## src/rtl/fullAdd.sv

```systemverilog
// Single-bit full adder from the projectALU library; purely combinational.
module fullAdd (
    input  logic a,
    input  logic b,
    input  logic Cin,
    output logic out,
    output logic Cout
);
    assign out  = a ^ b ^ Cin;
    assign Cout = (a & b) | (a & Cin) | (b & Cin);
endmodule

```

## src/rtl/serial_alu_ctrl.sv

```systemverilog
// Bit-serial add/subtract sequencer: walks one fullAdd over a WIDTH-bit operand
// pair LSB first, with a registered carry and a start/busy/done handshake.
module serial_alu_ctrl #(
    parameter int WIDTH = 8,
    parameter int CNT_W = 4
) (
    input  logic             clk,
    input  logic             rst,
    input  logic             start,
    input  logic             op,
    input  logic [WIDTH-1:0] opa,
    input  logic [WIDTH-1:0] opb,
    output logic             busy,
    output logic             done,
    output logic [WIDTH-1:0] result,
    output logic             cout,
    output logic             ovf,
    output logic             zero
);
    typedef enum logic [1:0] {IDLE, RUN, DONE} state_t;

    state_t             state_reg, state_next;
    logic [WIDTH-1:0]   sa_reg, sb_reg, res_reg;
    logic [WIDTH-1:0]   result_reg;
    logic [CNT_W-1:0]   cnt_reg;
    logic               carry_reg, cmsb_reg;
    logic               cout_reg, ovf_reg, zero_reg;
    logic               fa_out, fa_cout;
    logic               last_bit;
    logic [WIDTH-1:0]   final_res;

    fullAdd u_fa (
        .a    (sa_reg[0]),
        .b    (sb_reg[0]),
        .Cin  (carry_reg),
        .out  (fa_out),
        .Cout (fa_cout)
    );

    assign last_bit  = (cnt_reg == CNT_W'(WIDTH - 1));
    assign final_res = {fa_out, res_reg[WIDTH-1:1]};

    always_ff @(posedge clk) begin
        if (rst) state_reg <= IDLE;
        else     state_reg <= state_next;
    end

    always_comb begin
        state_next = state_reg;
        case (state_reg)
            IDLE:    if (start) state_next = RUN;
            RUN:     if (last_bit) state_next = DONE;
            DONE:    state_next = IDLE;
            default: state_next = IDLE;
        endcase
    end

    always_ff @(posedge clk) begin
        if (rst) begin
            sa_reg     <= '0;
            sb_reg     <= '0;
            res_reg    <= '0;
            cnt_reg    <= '0;
            carry_reg  <= 1'b0;
            cmsb_reg   <= 1'b0;
            result_reg <= '0;
            cout_reg   <= 1'b0;
            ovf_reg    <= 1'b0;
            zero_reg   <= 1'b0;
        end else begin
            case (state_reg)
                IDLE: begin
                    if (start) begin
                        // Subtract as A + ~B + 1: invert B and seed the carry with op.
                        sa_reg    <= opa;
                        sb_reg    <= op ? ~opb : opb;
                        carry_reg <= op;
                        cnt_reg   <= '0;
                    end
                end
                RUN: begin
                    sa_reg    <= sa_reg >> 1;
                    sb_reg    <= sb_reg >> 1;
                    res_reg   <= final_res;
                    carry_reg <= fa_cout;
                    cnt_reg   <= cnt_reg + 1'b1;
                    if (cnt_reg == CNT_W'(WIDTH - 2))
                        cmsb_reg <= fa_cout;
                    // Outputs only change here, so partial sums never leak out.
                    if (last_bit) begin
                        result_reg <= final_res;
                        cout_reg   <= fa_cout;
                        ovf_reg    <= cmsb_reg ^ fa_cout;
                        zero_reg   <= (final_res == '0);
                    end
                end
                default: ;
            endcase
        end
    end

    assign busy   = (state_reg != IDLE);
    assign done   = (state_reg == DONE);
    assign result = result_reg;
    assign cout   = cout_reg;
    assign ovf    = ovf_reg;
    assign zero   = zero_reg;
endmodule

```

## config.mk

```make
export PLATFORM = sky130hd
export DESIGN_NAME = serial_alu_ctrl
export DESIGN_NICKNAME = d
export VERILOG_FILES = /design/src/rtl/fullAdd.sv /design/src/rtl/serial_alu_ctrl.sv
export SDC_FILE = /design/constraint.sdc
export NUM_CORES = 1
export LEC_CHECK = 0
export CAP_MARGIN = 5
export CORE_MARGIN = 2
export CORE_UTILIZATION = 52
export CTS_CLUSTER_SIZE = 16
export DETAILED_ROUTE_END_ITERATION = 16
export GPL_TIMING_DRIVEN = 0
export PLACE_DENSITY_LB_ADDON = 0.3
export SLEW_MARGIN = 20
export SYNTH_ARGS = -nofsm -noshare
export SYNTH_HDL_FRONTEND = slang
export SYNTH_SLANG_ARGS = --single-unit
```

## constraint.sdc

```tcl
create_clock -name clk -period 1.5 [get_ports clk]
set_input_delay 0.225 -clock clk [delete_from_list [all_inputs] [get_ports clk]]
set_output_delay 0.225 -clock clk [all_outputs]
set_load 0.05 [all_outputs]
```

==> flow_metrics.py <==
metrics = {
    "synth": {
        "synth_edf_count": 0,
        "synth-seq-cells": 42,
        "synth_fp_nets": 238,
        "ys_warn_count": 0,
        "synth_area_mm2": 0.00192,
        "syn_avg_cell_area_um2": 8.93,
        "synth-async-reset-ratio_pct": 0,
        "synth_compound_area_share_pct": 24.3,
        "synthAdderAreaFrac_pct": 2.35,
        "seq_area_frac_synth_pct": 43.8,
        "synth.mux.area_fraction_pct": 0.522,
        "synth_top_family_by_area": "compound AO/OA/AOI/OAI gates",
        "synth_cell_types": 42,
        "synth_xor_area_share_pct": 4.11,
        "netlist_instances": 215,
        "yosys_most_used_dff": "dfxtp_1",
        "synth-simple-area-share_pct": 17.8,
    },
    "floorplanning": {
        "ios": 33,
        "die_area_mm2": 0.00419,
        "die_y_um": 64.8,
        "initial_core_util_pct": 53.2,
        "coreArea_mm2": 0.00361,
        "num_rows": 22,
        "dieWidth_um": 64.8,
    },
    "detailed_routing": {
        "dr.pass1.iters": 4,
        "drt_iter0_drc": 133,
        "num_vias": 1694,
        "drt-wirelength-per-cell_um": 13.7,
        "drcViolationCount": 0,
        "via_per_inst": 5.67,
        "ant_nets": 0,
        "drt_wl_total_um": 4090,
    },
    "global_routing": {
        "use_met3_pct": 4.51,
        "grt_pass1_vias": 1564,
        "overflow": 0,
        "grt_pass1_wl_um": 6920,
        "antenna_found_initial": 0,
        "grt_max_degree": 20,
        "grtUsageTotal_pct": 21.4,
        "gr-usage-met2_pct": 33.2,
        "top_usage_layer": "met2",
        "grtUsageMet1_pct": 28.0,
    },
    "timing": {
        "rsz0062_at_grt": "no",
        "totalNegativeSetupSlack_ns": 0,
        "final-setup-viol-count": 0,
        "relSlewSlack_pct": 67.7,
        "fmaxAchievable_ghz": 0.689,
        "holdWs_ns": 0.217,
        "slew_viol_final": 0,
        "finalCritPeriodShare_pct": 96.8,
        "post-route-min-period_ns": 1.45,
        "finalHoldViolations": 0,
        "worst_pin_slew_ns": 0.483,
        "clock_skew_ns": 0.00278,
    },
    "power": {
        "p_leak_nw": 0.896,
        "pwr_density_cell_mw_per_mm2": 935,
        "ir_drop_mv": 0.502,
    },
    "critical_path": {
        "start_kind": "register",
        "crit_path_end_kind": "primary output",
        "critical_path_arrival_ns": 1.23,
        "path_cells": "buf_6, or2_2, buf_6",
        "critPathKind": "reg2out",
        "cpMaxStageDelayCell": "dfxtp_1",
        "required_ns": 1.27,
        "crit_path_max_fanout": 18,
        "crit_top_cell": "buf_6",
        "slowest_delay_ns": 0.31,
    },
    "cts": {
        "cts_buffer_depth": 2,
        "cts_made_buffers": 5,
        "hold_buffers": 0,
        "cts.sinks": 42,
        "cts_tree": "yes",
        "path_clk_slew_ns": 0.07,
        "root_buffer": "clkbuf_8",
        "clk_latency_ns": 0.30,
        "h-tree-depth": 2,
    },
    "finish": {
        "drive_above_1_share_pct": 13.9,
        "insertedDiodeCount": 0,
        "multiInputGateArea_um2": 951,
        "stdcell_area_mm2": 0.00235,
        "area_growth_pct": 22.4,
        "layout.nets": 274,
        "regArea_um2": 841,
        "fillers": 321,
    },
    "hold_path": {
        "hold_path_class": "in2reg",
    },
    "outcome": {
        "status": "completed",
    },
    "placed_design": {
        "place.gp.congestion": 0.788,
        "io_buffers": 30,
        "place_area_mm2": 0.00228,
        "dp_hpwl_um": 2910,
    },
    "job": {
        "drv_cap": 0,
    },
}
power breakdown:
group | switching [mW] | internal (mW) | leakage [nW]
clock | 0.364 | 0.320 | 0.0383
combinational | 0.160 | 0.161 | 0.515
sequential | 0.0305 | 1.16 | 0.342
layer usage:
metal  wire length (um)  up-vias
met1               1910      799
met4                 77        0
met2               1930       48
met5                  0        -
li1                   -      840
met3                167        7
area by class of cell:
class	instances	share of cell area [%]
Tap cell	48	2.56
Sequential cell	42	35.8
Clock buffer	7	3.25
Buffer	16	4.79
Timing Repair Buffer	31	12.5
Multi-Input combinational cell	151	40.5
Inverter	4	0.639
synth_stat cells (2+ instances only):
master,instances,area share (%)
o221a_2,8,4.7
a22oi_1,8,3.1
buf_4,2,0.78
o22ai_1,7,2.3
nand2_1,21,4.1
buf_2,7,1.8
dfxtp_1,42,44
xnor2_1,8,3.7
inv_1,3,0.59
clkbuf_1,4,0.78
a211oi_1,2,0.78
a21oi_1,25,6.5
nor4_1,2,0.65
ha_1,2,1.3
o31a_1,2,0.91
nor2_1,13,2.5
nand3_1,11,2.9
o21ai_0,11,2.9
nor2b_1,8,2.6
buf_6,5,2.9
nand2b_1,3,0.98
final timing paths:
check,from,endpoint,slack [ns],depth (start not counted)
worst min register to register,result[2],result[2],0.47,2
worst min-delay path,rst,sb_reg[7],0.22,2
worst max register to register,cnt_reg[1],result[3],0.13,5
worst max-delay path,state_reg[0],busy,0.05,3
cell families after synthesis:
group                      count (synthesis)
AOI/OAI and AO/OA                         70
xor gates and xnor gates                   9
adders and majority gates                  3
buffers and inverters                     22
DFF                                       42
muxes                                      1
and+or+nand+nor                           68
placed cells by master, fill, tap and decap left out, types with 8 or more instances in the layout:
master           count
a21oi_1             25
a22oi_1              8
clkdlybuf4s50_1     17
dfxtp_1             42
dlygate4sd2_1       11
nand2_1             21
nand3_1             11
nor2_1              13
o21ai_0             11
o221a_2              8
xnor2_1              8
per-stage QoR:
| step | util, % | worst slack, ns | instances | power [mW] |
|---|---|---|---|---|
| 3_3_place_gp | 63.3 | -0.530 | 293 | 1.53 |
| 5_1_grt | 65.1 | 0.000870 | 299 | 2.28 |
| 2_1_floorplan | - | 0.0659 | 215 | 1.43 |
| 3_5_place_dp | 63.3 | -0.527 | 293 | 1.53 |
| 4_1_cts | 64.6 | 0.0185 | 298 | 2.20 |
| 6_report | 65.1 | 0.0487 | 299 | 2.20 |
worst max-delay path: cells and delay by family, from the launching register on:
family	cells	cell delay [ns]
flops	1	0.31
simple gates	1	0.31
buf+inv	2	0.32
timing repair:
item                       CTS  global route
gates resized for setup     22             3
setup endpoints to repair   13            11
setup buffers                0             1
Note: power is estimated with default switching activity, not from simulation.
